$ cat src/rtl/inference_sequencer.sv
// inference_sequencer: steps the multiplier through every output row of one
// classification pass, strobes each row result into the result registers and
// keeps sticky per-row overflow flags plus a running signed argmax.
module inference_sequencer #(
  parameter int NUM_ROWS       = 10,
  parameter int TIMEOUT_CYCLES = 1023
) (
  input  logic                i_clk,
  input  logic                i_n_rst,
  input  logic                i_start_calc,
  input  logic                i_abort,
  input  logic                i_done_row,
  input  logic                i_overflow,
  input  logic [15:0]         i_row_result,
  output logic [3:0]          o_row_select,
  output logic                o_begin_mult,
  output logic [3:0]          o_in_sel,
  output logic                o_w_result_ena,
  output logic                o_clear_data,
  output logic                o_busy,
  output logic                o_done_calc,
  output logic                o_timeout_err,
  output logic [NUM_ROWS-1:0] o_ovf_flags,
  output logic [3:0]          o_best_class,
  output logic [15:0]         o_best_value
);

  localparam int                CNT_W    = (TIMEOUT_CYCLES < 1) ? 1 : $clog2(TIMEOUT_CYCLES + 1);
  localparam logic [CNT_W-1:0]  CNT_MAX  = CNT_W'(TIMEOUT_CYCLES);
  localparam logic [3:0]        LAST_ROW = 4'(NUM_ROWS - 1);

  typedef enum logic [2:0] {
    S_IDLE,
    S_CLEAR,
    S_ISSUE,
    S_WAIT,
    S_STORE,
    S_DONE,
    S_ERR
  } state_t;

  state_t               r_state;
  state_t               w_next_state;
  logic [3:0]           r_row;
  logic [CNT_W-1:0]     r_cnt;
  logic signed [15:0]   r_cap;
  logic                 r_cap_ovf;
  logic [NUM_ROWS-1:0]  r_ovf_flags;
  logic [3:0]           r_best_class;
  logic signed [15:0]   r_best_value;

  // State register; reset returns to IDLE from anywhere, even mid-pass.
  always_ff @(posedge i_clk) begin
    if (!i_n_rst) begin
      r_state <= S_IDLE;
    end else begin
      r_state <= w_next_state;
    end
  end

  // Next-state decode; abort wins over done_row and the timeout in busy states.
  always_comb begin
    w_next_state = r_state;
    case (r_state)
      S_IDLE: begin
        if (i_start_calc) w_next_state = S_CLEAR;
      end
      S_CLEAR: begin
        w_next_state = i_abort ? S_IDLE : S_ISSUE;
      end
      S_ISSUE: begin
        w_next_state = i_abort ? S_IDLE : S_WAIT;
      end
      S_WAIT: begin
        if (i_abort) begin
          w_next_state = S_IDLE;
        end else if (i_done_row) begin
          w_next_state = S_STORE;
        end else if (r_cnt == CNT_MAX) begin
          w_next_state = S_ERR;
        end
      end
      S_STORE: begin
        if (i_abort) begin
          w_next_state = S_IDLE;
        end else if (r_row == LAST_ROW) begin
          w_next_state = S_DONE;
        end else begin
          w_next_state = S_ISSUE;
        end
      end
      S_DONE, S_ERR: begin
        if (i_start_calc) w_next_state = S_CLEAR;
      end
      default: begin
        w_next_state = S_IDLE;
      end
    endcase
  end

  // Row index, timeout counter, capture register, overflow flags and argmax.
  always_ff @(posedge i_clk) begin
    if (!i_n_rst) begin
      r_row        <= '0;
      r_cnt        <= '0;
      r_cap        <= '0;
      r_cap_ovf    <= 1'b0;
      r_ovf_flags  <= '0;
      r_best_class <= '0;
      r_best_value <= '0;
    end else begin
      case (r_state)
        S_CLEAR: begin
          r_row        <= '0;
          r_cnt        <= '0;
          r_ovf_flags  <= '0;
          r_best_class <= '0;
          r_best_value <= '0;
        end
        S_ISSUE: begin
          r_cnt <= '0;
        end
        S_WAIT: begin
          if (i_done_row) begin
            r_cap     <= i_row_result;
            r_cap_ovf <= i_overflow;
          end else if (r_cnt != CNT_MAX) begin
            r_cnt <= r_cnt + 1'b1;
          end
        end
        S_STORE: begin
          for (int i = 0; i < NUM_ROWS; i++) begin
            if (r_row == 4'(i)) begin
              r_ovf_flags[i] <= r_ovf_flags[i] | r_cap_ovf;
            end
          end
          if ((r_row == 4'd0) || (r_cap > r_best_value)) begin
            r_best_value <= r_cap;
            r_best_class <= r_row;
          end
          if (w_next_state == S_ISSUE) begin
            r_row <= r_row + 4'd1;
          end
        end
        default: begin
        end
      endcase
    end
  end

  assign o_row_select   = r_row;
  assign o_in_sel       = r_row;
  assign o_begin_mult   = (r_state == S_ISSUE);
  assign o_w_result_ena = (r_state == S_STORE);
  assign o_clear_data   = (r_state == S_CLEAR);
  assign o_busy         = (r_state == S_CLEAR) || (r_state == S_ISSUE) ||
                          (r_state == S_WAIT)  || (r_state == S_STORE);
  assign o_done_calc    = (r_state == S_DONE);
  assign o_timeout_err  = (r_state == S_ERR);
  assign o_ovf_flags    = r_ovf_flags;
  assign o_best_class   = r_best_class;
  assign o_best_value   = r_best_value;

endmodule
$ cat config.mk
export PLATFORM = sky130hd
export DESIGN_NAME = inference_sequencer
export DESIGN_NICKNAME = d
export VERILOG_FILES = /design/src/rtl/inference_sequencer.sv
export SDC_FILE = /design/constraint.sdc
export NUM_CORES = 1
export LEC_CHECK = 0
export ABC_AREA = 1
export ABC_CLOCK_PERIOD_IN_PS = 2500
export CAP_MARGIN = 30
export CORE_MARGIN = 5
export CORE_UTILIZATION = 55
export CTS_BUF_LIST = sky130_fd_sc_hd__clkbuf_4 sky130_fd_sc_hd__clkbuf_8
export DETAILED_ROUTE_END_ITERATION = 8
export GPL_ROUTABILITY_DRIVEN = 1
export GPL_TIMING_DRIVEN = 0
export PLACE_DENSITY = 0.8
export SYNTH_ARGS = -nofsm -noshare
export SYNTH_HDL_FRONTEND = slang
export SYNTH_SLANG_ARGS = --single-unit
export TNS_END_PERCENT = 30
$ cat constraint.sdc
create_clock -name i_clk -period 2.5 [get_ports i_clk]
set_input_delay 0.25 -clock i_clk [delete_from_list [all_inputs] [get_ports i_clk]]
set_output_delay 0.25 -clock i_clk [all_outputs]
set_load 0.03 [all_outputs]
==> metrics, run 1 <==
R2R Path Start o_best_value[15]; CTS tree yes; Final Slew Violations 0; static leakage 1.76 nW; I/O Buffers 64; TNS Setup 0 ns; post-synthesis sequential area ratio 38.3%; Post-Syn Instances 493; CTS H-tree depth 3; WP buf/inv 3; Remaining Overflow, GRT 0; Max Clk Rate 458 MHz; GP Congestion 0.871; vias in the first global route 3212; Worst Hold End o_in_sel[3]; outcome finished, final reports clean; Top FF cell, synth dfxtp_1; clk_lat worst skew 0.34 ns; GRT Overall Usage 22.9%; largest net degree at the start of global routing 11; Setup Viol. Count Final 0; CP Max Fanout 8; placed insts 632; Post-Route Utilization 71.7%; CP Launch Type register; initial antenna violation count 0; Die ar. 0.00774 mm²; top cell type's share of synthesized area 38.3%; Pre-antenna DRT Iters 4; clk_skew 0.00787 ns; power density over the cells 592 mW/mm²; worst hold slack 0.319 ns; non-filler instance count after layout 646; Vias 3286; syn avg cell area 6.78 µm²; flop2flop setup slack 0.48 ns; first-pass GRT wire length 14100 µm; hold_buf cts 0; dpl cell area 0.00408 mm²; slowest CP cell clkdlybuf4s50_1; total CTS buffers 9; distinct cell type count after synthesis 31; slowest stage delay, CP 0.67 ns; area leader, netlist dfxtp_1; Starting Density 56.5%; die height 88.0 µm; Iter 0 DRT Violations 145; dpl hpwl 6090 µm; HP Class input port to register; EDFF count, synth 0; fillers 507; CP Class register to output port; Area contributors post-synth dfxtp_1, nand2_1, nor2_1, ha_1, a21oi_1; arrival time at the worst endpoint 1.93 ns; DRC errors left 0; # IOs 66; asr flop ratio synth 0%; Antenna Nets Post-Route 0; clock slew at reported path FFs 0.06 ns; final count of hold timing violations 0; Net Count, Synth 536; Post-Route WL 8210 µm; crit-path cells inv_2 > nor2_2 > inv_1 > nand2_1 > clkdlybuf4s50_1; Worst setup EP type output port; share of cells above drive strength 1 6.13%; yosys warns 0; area grow syn2layout 27.0%; reported max-cap violation count 0; CTS Sinks 64; worst path required time 2.25 ns; Clock Path Buffers 2; worst-margin pin slew 0.531 ns; kind of cell adding the most delay to the critical path buffers and inverters; Placeable Area 0.00592 mm²; RR Endpoint o_best_class[3]; final worst path period share 87.3%; FP Rows 28; RSZ-0062 raised after global routing false; Avg WL per Cell 12.7 µm; register bit total from synthesis 64; FF-to-FF path depth 13; fin crit period 2.18 ns; Via density 5.09; final net count 611; Die W 88.0 µm; hold path start i_n_rst; Hold Path Cell Cnt 3; max_slew headroom 64.6%; maximum VDD drop 0.323 mV; final cell area excluding filler cells 0.00425 mm²; mapped cell area 0.00334 mm²; clock root cell clkbuf_8; n_diodes 0
## metrics by stage
step	total power, mW	setup slack (ns)
finish	2.51	0.316
global route	2.65	0.193
CTS	2.52	0.0638
detailed placement	1.75	0.438
global placement	1.74	0.451
floorplan	1.53	0.558
## worst max path at each step
stage	from	to	slack (ns)	cells past startpoint
after floorplan	o_best_value[15]	o_best_value[0]	0.56	13
after detailed placement	r_state[2]	o_w_result_ena	0.44	5
after CTS	r_state[2]	o_w_result_ena	0.06	5
after global routing	o_best_value[15]	o_best_class[3]	0.19	14
after global placement	r_state[2]	o_w_result_ena	0.45	5
final	r_state[2]	o_busy	0.32	5
## registers in the layout, indices dropped and copies added (netlist names)
register / cells
r_cnt: 10
o_in_sel: 4
r_state: 3
r_cap: 16
r_cap_ovf: 1
o_best_value: 16
o_ovf_flags: 10
o_best_class: 4
## cells in the mapped netlist (2+ instances only)
library cell and number:
a211oi_1 4, a21oi_1 51, buf_1 2, buf_2 6
buf_4 5, clkbuf_1 11, dfxtp_1 64, ha_1 21
inv_1 47, inv_2 2, nand2_1 133, nand3_1 24
nand4_1 4, nor2_1 81, nor2_2 2, nor3_1 4
o21a_1 2, o21ai_0 13, o31ai_1 2, xor2_1 4
## tightest hold or removal path, delay by kind of cell
family                 cells  cell delay [ns]
buffers and inverters      1             0.19
AOI/OAI and AO/OA          2             0.16
## metal layers
| metal | global-route usage [%] | vias up | routed length [µm] | part of all wire [%] |
|---|---|---|---|---|
| met5 | 0 | - | 0 | 0 |
| met4 | 10.3 | 0 | 168 | 2.0 |
| met3 | 3.48 | 18 | 420 | 5.1 |
| met2 | 38.8 | 83 | 3910 | 48 |
| met1 | 28.6 | 1468 | 3720 | 45 |
| li1 | - | 1717 | - | - |
## cells by family (layout without fill, tap and decap cells)
kind of cell	Yosys count	after routing	synth area share [%]
AO/OA/AOI/OAI	78	78	13.1
XOR/XNOR	5	5	1.31
adder cells (fa/ha/maj)	21	21	7.86
buffers and inverters	74	152	9.32
flip-flops	64	64	38.3
AND/OR/NAND/NOR	251	251	30.1
## power by group
group | total, mW | switching (mW) | internal (mW) | leakage, nW
Combinational | 0.616 | 0.375 | 0.241 | 1.15
Clock | 0.778 | 0.370 | 0.408 | 0.0896
Sequential | 1.12 | 0.0470 | 1.07 | 0.520
## cells in the final DEF (no fill, tap or decap), types with 5 or more instances in the layout
cell type / instances
ha_1: 21
nand2_1: 133
clkdlybuf4s50_1: 63
buf_2: 6
inv_1: 47
dfxtp_1: 64
nor2_1: 81
o21ai_0: 13
buf_4: 5
clkbuf_8: 10
clkbuf_1: 11
nand3_1: 24
a21oi_1: 51
## layout make-up
| cell class | instances | area (µm²) | area share [%] |
|---|---|---|---|
| Multi-Input combinational cell | 355 | 1750 | 41.2 |
| Sequential cell | 64 | 1280 | 30.2 |
| Timing Repair Buffer | 64 | 643 | 15.1 |
| Inverter | 49 | 184 | 4.33 |
| Clock buffer | 13 | 160 | 3.77 |
| Buffer | 25 | 128 | 3.01 |
| Tap cell | 75 | 93.8 | 2.21 |
| Clock inverter | 1 | 5.00 | 0.118 |
## timing repair
| item | in CTS | in global routing |
|---|---|---|
| endpoints found under the setup margin | 0 | 1 |
| buffers inserted | 0 | 0 |
| resized for setup | 0 | 1 |
Power figures use the tool's default switching activity.
==> run 2: changes to the inputs <==
--- a/config.mk
+++ b/config.mk
@@ -8,7 +8,7 @@
 export ABC_AREA = 1
 export ABC_CLOCK_PERIOD_IN_PS = 2500
 export CAP_MARGIN = 30
-export CORE_MARGIN = 5
+export CORE_MARGIN = 3
 export CORE_UTILIZATION = 55
 export CTS_BUF_LIST = sky130_fd_sc_hd__clkbuf_4 sky130_fd_sc_hd__clkbuf_8
 export DETAILED_ROUTE_END_ITERATION = 8
==> run 2 against run 1 <==
Effect of this change: cell area grew 0.24%; fmax grew 0.54%; hold slack gained 0.011 ns; combinational power is essentially flat; count of clock-buffer cells in the layout is the same; final cell count shrank 0.62%; flip-flop and latch count is the same; critical endpoint unchanged; utilization grew 2.8 points; register-to-register slack is essentially flat; critical path depth is the same; total power grew 1.7%.
==> metrics, run 2 (synthesis gave the netlist of run 1 again) <==
outcome finished, final reports clean; total CTS buffers 9 (unchanged); n_diodes 0 (unchanged); Iter 0 DRT Violations 124 (-14%); Final Slew Violations 0 (unchanged); GRT Overall Usage 24.3% (+1.4 points); CTS tree yes; die height 84.0 µm (-4.5%); dpl cell area 0.00408 mm² (about the same); Setup Viol. Count Final 0 (unchanged); largest net degree at the start of global routing 11 (unchanged); GP Congestion 0.886 (+1.7%); CP Max Fanout 8 (unchanged); share of cells above drive strength 1 5.96% (-0.16 points); I/O Buffers 64 (unchanged); reported max-cap violation count 0 (unchanged); commonest cells after routing, fill and taps aside nand2_1, nor2_1, dfxtp_1; Pre-antenna DRT Iters 5 (+1); R2R Path Start o_best_value[15]; Setup Fix Bufs, Post-CTS 0 (unchanged); Antenna Nets Post-Route 0 (unchanged); CP Class register to output port; maximum VDD drop 0.315 mV (-2.7%); M2 GR Usage 39.8% (+1.0 points); Vias 3274 (-0.37%); Max Clk Rate 460 MHz (+0.54%); final net count 611 (unchanged); Die W 84.0 µm (-4.5%); hold path start i_n_rst; first-pass GRT wire length 14200 µm (+0.83%); worst hold slack 0.330 ns (+0.0109 ns); TNS Setup 0 ns (unchanged); CP Launch Type register; clock root cell clkbuf_8; Hold Path Cell Cnt 3 (unchanged); most common cell after layout, fill and taps aside nand2_1; CTS H-tree depth 3 (unchanged); Post-Route WL 8060 µm (-1.8%); arrival time at the worst endpoint 1.92 ns (about the same); worst-margin pin slew 0.508 ns (-0.0231 ns); final count of hold timing violations 0 (unchanged); Clock Path Buffers 2 (unchanged); Starting Density 58.6% (+2.1 points); Avg WL per Cell 12.6 µm (-1.2%); worst path required time 2.25 ns (about the same); area grow syn2layout 27.3%; vias in the first global route 3230 (+0.56%); Worst setup EP type output port; clock slew at reported path FFs 0.07 ns (about the same); Remaining Overflow, GRT 0 (unchanged); DRC errors left 0 (unchanged); Top Usage Layer GRT met2; clk_lat worst skew 0.34 ns (about the same); final worst path period share 86.9% (-0.47 points); Via density 5.10 (+0.26%); fin crit period 2.17 ns (-0.0117 ns); initial antenna violation count 0 (unchanged); max_slew headroom 66.1% (+1.5 points); dpl hpwl 5920 µm (-2.8%); clk_skew 0.0110 ns (+0.00312 ns); Global Route met1 Usage 30.7% (+2.1 points); FP Rows 27 (-3.6%); Pwr Total 2.55 mW (+1.7%); CTS Sinks 64 (unchanged); Crit. Startpoint r_state[2]; HP Class input port to register; # IOs 66 (unchanged); Post-Route Utilization 74.6% (+2.8 points); final cell area excluding filler cells 0.00426 mm² (+0.24%); power density over the cells 600 mW/mm² (+1.5%); FF-to-FF path depth 13 (unchanged); RSZ-0062 raised after global routing false; Die ar. 0.00705 mm² (-8.9%); GR Util met3 5.63% (+2.1 points); static leakage 1.77 nW (+0.22%); Placeable Area 0.00571 mm² (-3.6%)
## run 2: report_power, final
group / internal [mW] / switching [mW]
clock: 0.452 / 0.369
sequential: 1.07 / 0.0464
combinational: 0.241 / 0.375
total: 1.77 / 0.790
## run 2: stage by stage
stage               worst slack [ns]  std cells
floorplan                      0.558        493
finish                         0.328        642
global placement               0.429        629
CTS                           0.0679        642
global route                   0.190        642
detailed placement             0.431        629
## run 2: repair_timing
item | CTS | global route
resized for setup | 0 | 1
setup endpoints to repair | 0 | 1
hold buffers | 0 | 0
## run 2: metal layers
layer  vias to the layer above  share of wire, %
met4                         0               1.8
met5                         -                 0
met2                        82                46
met3                        18               4.4
li1                       1710                 -
met1                      1464                48
## run 2: layout make-up
| type | count | area (µm²) |
|---|---|---|
| sequential | 64 | 1280 |
| inverter | 49 | 184 |
| fill | 470 | 1450 |
| buffer | 25 | 128 |
| clock buffer | 13 | 179 |
| timing repair buffer | 64 | 643 |
| multi-input combinational | 355 | 1750 |
| tap | 72 | 90.1 |
## run 2: worst max-delay path, stage by stage, from the launching register on
cell	delay (ns)
dfxtp_1	0.42
inv_2	0.11
nor2_2	0.18
inv_1	0.13
nand2_1	0.08
clkdlybuf4s50_1	0.67
## run 2: final timing paths
| path | to | slack, ns |
|---|---|---|
| hold / removal | o_in_sel[3] | 0.33 |
| hold reg to reg | o_ovf_flags[7] | 0.47 |
| setup reg to reg | o_best_class[3] | 0.48 |
| setup / recovery | o_busy | 0.33 |
==> run 3: changes to the inputs <==
--- a/config.mk
+++ b/config.mk
@@ -5,7 +5,7 @@
 export SDC_FILE = /design/constraint.sdc
 export NUM_CORES = 1
 export LEC_CHECK = 0
-export ABC_AREA = 1
+export ABC_AREA = 0
 export ABC_CLOCK_PERIOD_IN_PS = 2500
 export CAP_MARGIN = 30
 export CORE_MARGIN = 3
==> run 3 against run 2 <==
Effect of this change: register-to-register slack lost 0.13 ns; wire length grew 0.19%; highest routed layer unchanged; synthesized cell count shrank 19%; final cell count shrank 14%; first-iteration DRC count grew 21%; fmax shrank 4.4%; sequential power shrank 8%; via count shrank 6.2%; flip-flop and latch count is the same; clock skew shrank 0.0027 ns; critical path type unchanged; non-clock buffer count is the same.
==> metrics, run 3 <==
Post-Route WL 8080 µm (+0.19%); distinct cell type count after synthesis 52 (+68%); area grow syn2layout 27.9%; Pre-antenna DRT Iters 6 (+1); HP Class input port to register; final net count 519 (-15%); post-synthesis sequential area ratio 38.3% (unchanged); adder-cell share of the synthesized area 7.86% (unchanged); commonest cells after routing, fill and taps aside nand2_1, clkdlybuf4s50_1, dfxtp_1; Area contributors post-synth dfxtp_1, nand2_1, ha_1, mux2i_1, a21boi_0; flop2flop setup slack 0.35 ns (-0.13 ns); arrival time at the worst endpoint 2.02 ns (+0.10 ns); max_slew headroom 68.1% (+2.0 points); Avg WL per Cell 14.6 µm (+17%); share of cells above drive strength 1 6.88% (+0.91 points); Synth Area in XOR/XNOR 2.36% (+1.0 points); mapped cell area 0.00334 mm² (unchanged); TNS Setup 0 ns (unchanged); fraction of the mapped netlist area in compound gates 13.8% (+0.64 points); largest family of logic cells by synthesized area simple AND/OR/NAND/NOR gates; top cell type's share of synthesized area 38.3% (unchanged); CTS H-tree depth 3 (unchanged); worst path required time 2.25 ns (about the same); # IOs 66 (unchanged); Starting Density 58.6% (unchanged); Setup Viol. Count Final 0 (unchanged); Iter 0 DRT Violations 150 (+21%); most common cell after layout, fill and taps aside nand2_1; Vias 3071 (-6.2%); fillers 463 (-1.5%); Worst Hold End r_cap[1]; area leader, netlist dfxtp_1; I/O Buffers 65 (+1.6%); CTS Sinks 64 (unchanged); final count of hold timing violations 0 (unchanged); Pwr Total 2.10 mW (-18%); EDFF count, synth 0 (unchanged); clk_lat worst skew 0.34 ns (about the same); GP Congestion 0.892 (+0.72%); RR Endpoint o_best_value[5]; Setup Fix Bufs, Post-CTS 0 (unchanged); Die W 84.0 µm (unchanged); FF-to-FF path depth 9 (-4); register bit total from synthesis 64 (unchanged); top-count cell post-synth nand2_1; Via density 5.56 (+9.1%); CP Class register to output port; Final Slew Violations 0 (unchanged); first-pass GRT wire length 13600 µm (-4.2%); worst-margin pin slew 0.474 ns (-0.0339 ns); clock root cell clkbuf_8; asr flop ratio synth 0% (unchanged); CP Max Fanout 10 (+2); top cells by count, synth nand2_1, dfxtp_1, nor2_1; outcome finished, final reports clean; RSZ-0062 raised after global routing false; R2R Path Start o_best_value[15]; simple-gate share of the synthesized area 23.1% (-7.0 points); hold_buf cts 0 (unchanged); Die ar. 0.00705 mm² (unchanged); Hold Path Cell Cnt 3 (unchanged); CP Launch Type register; fin crit period 2.27 ns (+0.0999 ns); largest net degree at the start of global routing 11 (unchanged); clock slew at reported path FFs 0.06 ns (about the same); DRC errors left 0 (unchanged); maximum VDD drop 0.366 mV (+16%); vias in the first global route 2983 (-7.6%); post-synthesis mux area share 6.62% (+6.6 points); GRT Overall Usage 23.8% (-0.50 points); FP Rows 27 (unchanged); Antenna Nets Post-Route 0 (unchanged); Top FF cell, synth dfxtp_1; initial antenna violation count 0 (unchanged); hold path start i_row_result[1]; clk_skew 0.00829 ns (-0.00270 ns); Net Count, Synth 443 (-17%); power density over the cells 491 mW/mm² (-18%); dpl hpwl 5820 µm (-1.7%); Sequential cell area 0.00128 mm² (unchanged); Clock Path Buffers 2 (unchanged); n_diodes 0 (unchanged); CTS tree yes; multi-input logic area 0.00180 mm² (+2.6%); reported max-cap violation count 0 (unchanged); Post-Syn Instances 400 (-19%); Placeable Area 0.00571 mm² (unchanged); final worst path period share 90.9% (+4.0 points); die height 84.0 µm (unchanged); static leakage 1.66 nW (-6.2%); yosys warns 0 (unchanged); syn avg cell area 8.36 µm² (+23%); Max Clk Rate 440 MHz (-4.4%); Remaining Overflow, GRT 0 (unchanged); Worst setup EP type output port; total CTS buffers 9 (unchanged)
==> run 3: changes by cell type after synthesis, sizes merged, moves of 5 or more <==
cell	previous run	this run
nand2	134	72
inv	49	23
a21boi	0	20
mux2i	0	21
a211oi	5	0
nor2	83	28
nor3	4	11
a21oi	52	22
==> run 3: worst max-delay path by stage <==
stage                      from                to  slack (ns)  cells after the start
2_1_floorplan  o_best_value[15]   o_best_value[0]        0.38                      9
3_3_place_gp         r_state[0]    o_w_result_ena        0.35                      5
3_5_place_dp            i_n_rst  o_best_value[11]        0.35                      5
4_1_cts              r_state[2]       o_done_calc        0.25                      3
5_1_grt              r_state[0]    o_w_result_ena        0.12                      5
6_report             r_state[2]       o_done_calc        0.23                      3
==> run 3: worst max-delay path: stages (launching register included) <==
cell and delay (ns):
dfxtp_1 0.44, clkbuf_1 0.35, and3_1 0.22, clkdlybuf4s50_1 0.67
==> run 3: routing by layer <==
layer | wire (µm) | global-route usage, % | vias to the layer above
li1 | - | - | 1519
met1 | 3640 | 29.0 | 1446
met2 | 3820 | 39.9 | 93
met3 | 483 | 7.01 | 13
met4 | 138 | 8.19 | 0
met5 | 0 | 0 | -
==> run 3: logic make-up after synthesis <==
logic type               count (synthesis)
AO/OA/AOI/OAI                           69
flip-flops                              64
adder cells (fa/ha/maj)                 21
XOR/XNOR                                 9
AND/OR/NAND/NOR                        167
buffers and inverters                   48
multiplexers                            22
==> run 3: report_power, final <==
| part | internal (mW) | leakage [nW] | switching (mW) | total, mW |
|---|---|---|---|---|
| Sequential | 1.02 | 0.516 | 0.00348 | 1.03 |
| Combinational | 0.0839 | 1.04 | 0.100 | 0.184 |
| Clock | 0.503 | 0.0993 | 0.388 | 0.891 |
==> run 3: stage by stage <==
step	instances	hold slack (ns)	util [%]	cell area, µm²	setup slack [ns]
3_5_place_dp	537	0.459	71.6	4090	0.354
4_1_cts	552	0.471	75.0	4280	0.247
6_report	552	0.472	75.0	4280	0.228
5_1_grt	552	0.476	75.0	4280	0.119
3_3_place_gp	537	0.450	71.6	4090	0.350
2_1_floorplan	400	0.395	-	3340	0.382
==> run 3: area by class of cell <==
| cell class | instances | area share [%] |
|---|---|---|
| Buffer | 24 | 4.12 |
| Clock buffer | 12 | 3.57 |
| Clock inverter | 3 | 0.994 |
| Inverter | 24 | 2.11 |
| Multi-Input combinational cell | 288 | 42.0 |
| Sequential cell | 64 | 29.9 |
| Tap cell | 72 | 2.11 |
| Timing Repair Buffer | 65 | 15.2 |
==> run 3: repair_timing <==
item	in CTS	in global routing
setup endpoints to repair	1	0
resized for setup	1	0
hold endpoints to repair	0	0
